===== src/rtl/uart_tx_framed.sv =====
// UART transmitter with an AXI-Stream style input, configurable framing and
// optional CTS flow control. One frame in flight; the line idles high.
module uart_tx_framed #(
  parameter real CLK_FREQ  = 100e6,
  parameter real BAUD_RATE = 9600,
  parameter int  DATA_BITS = 8,
  parameter int  PARITY    = 0,
  parameter int  STOP_BITS = 1,
  parameter int  USE_CTS   = 0
) (
  input  logic                 clk,
  input  logic                 sresetn,
  input  logic                 s_axis_tvalid,
  output logic                 s_axis_tready,
  input  logic [DATA_BITS-1:0] s_axis_tdata,
  input  logic                 cts_n,
  output logic                 serial_data,
  output logic                 busy
);

  localparam int CLKS_PER_BIT = $rtoi(CLK_FREQ / BAUD_RATE);
  localparam int FRAME_BITS   = 1 + DATA_BITS + ((PARITY != 0) ? 1 : 0) + STOP_BITS;
  localparam int BAUD_W       = $clog2(CLKS_PER_BIT);
  localparam int BIT_W        = $clog2(FRAME_BITS + 1);

  localparam logic [BAUD_W-1:0] BAUD_LAST = BAUD_W'(CLKS_PER_BIT - 1);
  localparam logic [BIT_W-1:0]  LAST_DATA = BIT_W'(DATA_BITS);
  localparam logic [BIT_W-1:0]  LAST_BIT  = BIT_W'(FRAME_BITS - 1);

  if (CLKS_PER_BIT < 2) begin : g_bad_baud
    $fatal(1, "uart_tx_framed: CLK_FREQ/BAUD_RATE must be at least 2");
  end
  if (DATA_BITS < 5 || DATA_BITS > 9) begin : g_bad_data_bits
    $fatal(1, "uart_tx_framed: DATA_BITS must be in 5..9");
  end
  if (PARITY < 0 || PARITY > 2) begin : g_bad_parity
    $fatal(1, "uart_tx_framed: PARITY must be 0, 1 or 2");
  end
  if (STOP_BITS != 1 && STOP_BITS != 2) begin : g_bad_stop_bits
    $fatal(1, "uart_tx_framed: STOP_BITS must be 1 or 2");
  end

  typedef enum logic [2:0] {S_IDLE, S_START, S_DATA, S_PAR, S_STOP} state_t;

  state_t               r_state;
  logic [BAUD_W-1:0]    r_baud_cnt;
  logic [BIT_W-1:0]     r_bit_cnt;
  logic [DATA_BITS-1:0] r_shift;
  logic                 r_parity;
  logic                 r_serial;
  logic                 r_busy;
  logic [1:0]           r_cts_sync;

  logic w_cts_ok;
  logic w_accept;
  logic w_bit_end;

  assign w_cts_ok      = (USE_CTS == 0) || !r_cts_sync[1];
  assign s_axis_tready = (r_state == S_IDLE) && w_cts_ok;
  assign w_accept      = s_axis_tvalid && s_axis_tready;
  assign w_bit_end     = (r_baud_cnt == BAUD_LAST);
  // Reset forces the line idle without waiting for a clock edge.
  assign serial_data   = r_serial | ~sresetn;
  assign busy          = r_busy;

  // NOTE: all state updates use non-blocking assignments so every register
  // samples pre-edge values and the block order cannot change behaviour.
  always_ff @(posedge clk) begin
    if (!sresetn) begin
      r_state    <= S_IDLE;
      r_baud_cnt <= '0;
      r_bit_cnt  <= '0;
      r_shift    <= '0;
      r_parity   <= 1'b0;
      r_serial   <= 1'b1;
      r_busy     <= 1'b0;
      r_cts_sync <= 2'b11;
    end else begin
      r_cts_sync <= {r_cts_sync[0], cts_n};
      if (r_state == S_IDLE) begin
        r_baud_cnt <= '0;
        r_bit_cnt  <= '0;
        r_serial   <= 1'b1;
        if (w_accept) begin
          r_state  <= S_START;
          r_shift  <= s_axis_tdata;
          r_parity <= (^s_axis_tdata) ^ (PARITY == 1);
          r_serial <= 1'b0;
          r_busy   <= 1'b1;
        end
      end else if (!w_bit_end) begin
        r_baud_cnt <= r_baud_cnt + 1'b1;
      end else begin
        // Bit boundary: r_bit_cnt is the frame index of the bit just finished.
        r_baud_cnt <= '0;
        r_bit_cnt  <= r_bit_cnt + 1'b1;
        case (r_state)
          S_START: begin
            r_state  <= S_DATA;
            r_serial <= r_shift[0];
            r_shift  <= r_shift >> 1;
          end
          S_DATA: begin
            if (r_bit_cnt == LAST_DATA) begin
              if (PARITY != 0) begin
                r_state  <= S_PAR;
                r_serial <= r_parity;
              end else begin
                r_state  <= S_STOP;
                r_serial <= 1'b1;
              end
            end else begin
              r_serial <= r_shift[0];
              r_shift  <= r_shift >> 1;
            end
          end
          S_PAR: begin
            r_state  <= S_STOP;
            r_serial <= 1'b1;
          end
          S_STOP: begin
            if (r_bit_cnt == LAST_BIT) begin
              r_state   <= S_IDLE;
              r_busy    <= 1'b0;
              r_bit_cnt <= '0;
            end
          end
          default: r_state <= S_IDLE;
        endcase
      end
    end
  end

endmodule


===== config.mk =====
export PLATFORM = sky130hd
export DESIGN_NAME = uart_tx_framed
export DESIGN_NICKNAME = d
export VERILOG_FILES = /design/src/rtl/uart_tx_framed.sv
export SDC_FILE = /design/constraint.sdc
export NUM_CORES = 1
export LEC_CHECK = 0
export CAP_MARGIN = 40
export CORE_MARGIN = 5
export CORE_UTILIZATION = 50
export CTS_CLUSTER_SIZE = 14
export DETAILED_ROUTE_END_ITERATION = 8
export PLACE_DENSITY = 0.78
export RECOVER_POWER = 100
export REMOVE_ABC_BUFFERS = 1
export SYNTH_ARGS = -nofsm -noshare
export SYNTH_HDL_FRONTEND = slang
export SYNTH_SLANG_ARGS = --single-unit

===== constraint.sdc =====
create_clock -name clk -period 2 [get_ports clk]
set_input_delay 0.4 -clock clk [delete_from_list [all_inputs] [get_ports clk]]
set_output_delay 0.4 -clock clk [all_outputs]
set_load 0.005 [all_outputs]

; ---- Word-level counts from Yosys, hierarchy flattened
; Cells that the tools add are included.
[totals]
out_inout_bits = 3
regBits = 31
input_bits = 12
[classes]
n_reduce_logical = 13
n_bitwise = 2
add_sub_neg = 2
n_eq_ne = 11
n_mux = 23
[op_table]
columns = operator, n
row1 = 2-to-1 mux 8 bit, 4
row2 = case mux 8 bit (2 select lines), 1
row3 = 2-to-1 mux 3 bit, 5
row4 = "adder 14 x 1 -> 14 bit, second input constant", 1
row5 = "equality test 14 bit, second input constant", 1
row6 = case mux 3 bit (4 select lines), 1
row7 = AND reduction 4 bit, 3
row8 = 2-to-1 mux 1 bit, 9
row9 = "inequality test 3 bit, second input constant", 3
row10 = "equality test 4 bit, second input constant", 2
row11 = 2-to-1 mux 4 bit, 2
row12 = "equality test 3 x 2 -> 1 bit, second input constant", 2
row13 = nonzero test 2 bit, 3
row14 = "adder 4 x 1 -> 4 bit, second input constant", 1
row15 = nonzero test 4 bit, 1
row16 = "equality test 3 x 1 -> 1 bit, second input constant", 1
row17 = "equality test 3 bit, second input constant", 1
row18 = logical NOT 3 bit, 1
row19 = case mux 1 bit (3 select lines), 1
row20 = nonzero test 3 bit, 1
row21 = OR reduction 3 bit, 1
row22 = "inequality test 2 x 1 -> 1 bit, second input constant", 1
row23 = AND reduction 2 bit, 1
row24 = OR reduction 2 bit, 1
row25 = other kinds (3), 3

; ---- Logic depth before layout (Yosys ltp)
[logic_depth]
word_depth = 5
mapped_depth = 7
mapped_depth_nobuf = 6

; ---- Worst setup path before layout
; OpenSTA, ideal clock, no wires.
[synth_timing]
path_type = flip-flop to flip-flop
start = reg r_baud_cnt[12]
end = reg r_shift[0]
setup_time_ps = 72
t_required_ps = 1928
slack_ps = -143
path_stages_with_launch = 5
path_buffers = 0
t_arrival_ps = 2071
cell_sequence = dfxtp_1 > or4_1 > or4_4 > o41ai_4 > mux2i_1
[synth_via]
elab_chain_len = 3
[synth_lines]
columns = item, line_no
row1 = start: declaration, 46  ; logic [BAUD_W-1:0] r_baud_cnt;
row2 = start signal: assignment, 92  ; r_baud_cnt <= r_baud_cnt + 1'b1;
row3 = equality test 14 bit, 61  ; assign w_bit_end = (r_baud_cnt == BAUD_LAST);
row4 = nonzero test 2 bit (no source line), n/a
row5 = AND reduction 4 bit (no source line), n/a
row6 = end signal: assignment, 86  ; r_shift <= s_axis_tdata;
row7 = end signal: assignment, 101  ; r_shift <= r_shift >> 1;
row8 = end signal: assignment, 114  ; r_shift <= r_shift >> 1;
row9 = end: declaration, 48  ; logic [DATA_BITS-1:0] r_shift;
; No other way between the ends.
; A chain may end at the register's enable or synchronous reset.

; ---- Worst setup path in the final report
[layout_timing]
start = reg r_baud_cnt[12]
end = reg r_bit_cnt[2]
[layout_via]
elab_chain_len = 1
[layout_lines]
columns = item, line_no
row1 = equality test 14 bit, 61
row2 = end signal: assignment, 96  ; r_bit_cnt <= r_bit_cnt + 1'b1;
row3 = end: declaration, 47  ; logic [BIT_W-1:0] r_bit_cnt;
; No other way between the ends.

==> run summary <==
Status: finished with violations
Failing checks: setup timing
Cells on worst reg2reg path: 6
Final max-slew violation count: 0
Final GP Congestion: 0.8279
CP bufs+invs: 2
Non-filler cells, final: 245
Final nets: 227
Asr flop ratio synth: 0%
Area contributors post-synth: dfxtp_1 (40%), xnor2_1 (5.1%), mux2i_1 (4.5%), nor2_1 (4.4%), nand2b_1 (4.0%)
PD cells: 630.8 nW/um^2
Critical Path RT: 2.27 ns
Largest net degree at the start of global routing: 27
Share of the synthesized area in the top cell type: 40.16%
Hold EP: r_shift[2]
Die area: 4302 sq um
Slew @ Worst Pin: 0.3113 ns
Class of the most critical hold timing path: register to register
Grt total ovfl: 0
Post-Synth XOR/XNOR Area: 6.802%
Layout cells sized above 1: 21.23%
Diode count: 0
Warnings, synthesis: 0
Worst path top cell family by delay: simple AND/OR/NAND/NOR gates
Number of port buffers: 13
Critical-path cell list: or4_4 > or4_4 > buf_4 > buf_6 > or3_4 > a21oi_2
Hold Path Depth: 2
DRT Pass-1 Iters: 4
Crit Reg-Reg Endpoint: r_bit_cnt[2]
DR DRC count: 0
Core area: 3003 sq um
Worst setup EP type: register
H-tree depth: 2
Final setup violation count: 23
Arrival @ worst endpoint: 2.40 ns
Die Height: 65.59 microns
Achievable Freq: 470.4 MHz
Fin crit share: 106.3%
DP Worst Slack: -0.1378 ns
Vias: 1384
Crit path largest cell delay: 0.53 ns
PnR worst setup slack: -0.1259 ns
Placed cell count: 234
Routed length per instance: 13.96 microns
Mux contribution to synthesized area: 5.263%
Vias in the first global route: 1289
Flops & latches, synth: 31
Pleak: 0.0007215 uW
TritonCTS buffer count: 5
Post-Synth Simple-Gate Area: 27.85%
Post-synthesis area per instance: 8.730 sq um
Pwr Total: 1268 uW
Crit path top cell by count: or4_4
Number of max-cap violations: 0
Clock sink count: 31
Worst R2R Setup Slack: -0.13 ns
GRT Total Usage: 16.86%
Utilization after layout: 66.96%
Root buf cell: clkbuf_4
Unrepaired setup endpoints after global routing: yes
Setup Skew: 0.01473 ns
Hold Startpoint: r_shift[2]
Row count: 20
Global-route wire length before repair: 5.589 mm
P&R area growth vs syn: 30.12%
CTS tree: built
Vias per cell: 5.649
Worst r2r src: r_baud_cnt[12]
Mapped Area: 1545 sq um
Antenna-violating nets left: 0
Crit Path Max Fanout: 7
Clk pin slew, worst setup/hold paths: 0.10 ns
VDD IR max: 0.5395 mV
Post-synthesis cell count: 177
Clock Path Buffers: 2
Boundary pin count: 15
Final Hold Fails: 0
DPL Wire Length: 2.453 mm
Final Critical Period: 2.126 ns
Die width: 65.59 microns
EDFF count, synth: 0
Hold Buf Count CTS: 0
Critical path class: register to register
Post-synth top area cell: dfxtp_1
Yosys cell types: 39
Primary FF master, synth: dfxtp_1
DRT iter0 DRCs: 54
Worst slew margin: 78.95%
Synth Area in Compound Gates: 12.79%
Worst path slowest cell: or4_4
Skew-Pair Late Insertion Delay: 0.33 ns
Initial antenna violation count: 0
Register area share after synthesis: 40.16%
Initial core utilization: 51.46%
Adder-cell share of the synthesized area: 3.239%
Routed Wire Length: 3.421 mm
Startpoint types: register
Combinational family with the most area after synthesis: simple AND/OR/NAND/NOR gates
[synthesized netlist by cell type (all sizes together), types with 2 or more instances]
cell and count:
or4 2, nand4 3, o21ai 5, and3 4
nor4 2, mux2i 7, xnor2 9, or3 2
nand3 6, ha 4, a21oi 4, clkbuf 8
o211ai 7, nand2b 10, nor3b 2, nand2 11
a31oi 2, xor2 3, a21boi 2, nand3b 3
inv 8, o21a 3, nor2 18, or4b 2
nor3 9, dfxtp 31
[registers in the layout, summed over array words and instances, names as in the netlist]
signal and cells:
busy 1, r_baud_cnt 14, r_bit_cnt 4, r_serial 1
r_shift 8, r_state 3
[kinds of logic (layout without fill, tap and decap cells)]
kind of cell / after synthesis / count (layout)
and+or+nand+nor: 79 / 79
DFF: 31 / 31
AOI/OAI and AO/OA: 27 / 27
buffers and inverters: 16 / 51
xor gates and xnor gates: 12 / 12
muxes: 8 / 8
adders and majority gates: 4 / 4
[cell usage in the layout (no fill, tap or decap), types with 3 or more instances in the layout]
cell type | netlist | final
dfxtp_1 | 31 | 28
nor2_1 | 18 | 18
buf_4 | 0 | 17
nand2_1 | 11 | 11
clkdlybuf4s50_1 | 0 | 11
nand2b_1 | 10 | 10
xnor2_1 | 9 | 9
nor3_1 | 9 | 8
inv_1 | 7 | 7
o211ai_1 | 7 | 7
mux2i_1 | 7 | 7
nand3_1 | 6 | 5
clkbuf_4 | 0 | 5
o21ai_0 | 5 | 4
and3_1 | 4 | 4
ha_1 | 4 | 4
nand3b_1 | 3 | 3
o21a_1 | 3 | 3
nand4_1 | 3 | 3
xor2_1 | 3 | 3
[layer usage]
| layer | share of wire, % | vias up | GRT usage, % | wire length, microns |
|---|---|---|---|---|
| met5 | 0 | - | 0 | 0 |
| li1 | - | 691 | - | - |
| met3 | 3.5 | 5 | 5.128 | 119 |
| met4 | 0.94 | 0 | 4.663 | 32 |
| met1 | 43 | 669 | 17.63 | 1467 |
| met2 | 53 | 19 | 32.11 | 1801 |
[layout make-up]
type | count | area [sq um]
tap | 33 | 41.29
inverter | 8 | 30.03
timing repair buffer | 35 | 327.8
sequential | 31 | 626.9
fill | 242 | 992.2
clock buffer | 8 | 68.82
multi-input combinational | 130 | 915.9
[metrics by stage]
| stage | setup TNS [ns] | hold slack, ns | area, sq um |
|---|---|---|---|
| global route | -2.204 | 0.4852 | 2011 |
| finish | -1.010 | 0.4614 | 2011 |
| global placement | -0.5464 | 0.4368 | 1842 |
| CTS | -0.7878 | 0.4639 | 1939 |
| detailed placement | -0.9849 | 0.4443 | 1842 |
| floorplan | -1.397 | 0.4296 | 1515 |
[power breakdown]
group          internal, uW  switching (uW)  leakage, uW
Combinational           108            91.3     0.000430
Clock                   207             206    0.0000386
Sequential              644            13.2     0.000253
Total                   958             310     0.000722
[timing repair]
| action | 4_1_cts | 5_1_grt |
|---|---|---|
| resized for setup | 9 | 9 |
| gates cloned | 0 | 1 |
| setup endpoints to repair | 11 | 11 |
| pin swaps | 2 | 2 |
| buffers inserted | 1 | 1 |
[how the worst max path moves through the flow]
| stage | from | endpoint | slack (ns) | depth (start not counted) |
|---|---|---|---|---|
| final | r_baud_cnt[12] | r_bit_cnt[2] | -0.13 | 6 |
| after global routing | r_baud_cnt[12] | r_shift[5] | -0.17 | 5 |
| after detailed placement | r_baud_cnt[12] | r_serial | -0.14 | 5 |
| after CTS | r_baud_cnt[12] | r_shift[5] | -0.12 | 5 |
| after global placement | r_baud_cnt[12] | r_serial | -0.08 | 5 |
| after floorplan | r_baud_cnt[12] | r_shift[0] | -0.20 | 4 |
[tightest hold or removal path: stages (launching register included)]
cell and delay (ns):
dfxtp_1 0.32, nand2_1 0.05, mux2i_1 0.05
No activity file was read; power rests on OpenSTA's default activity.
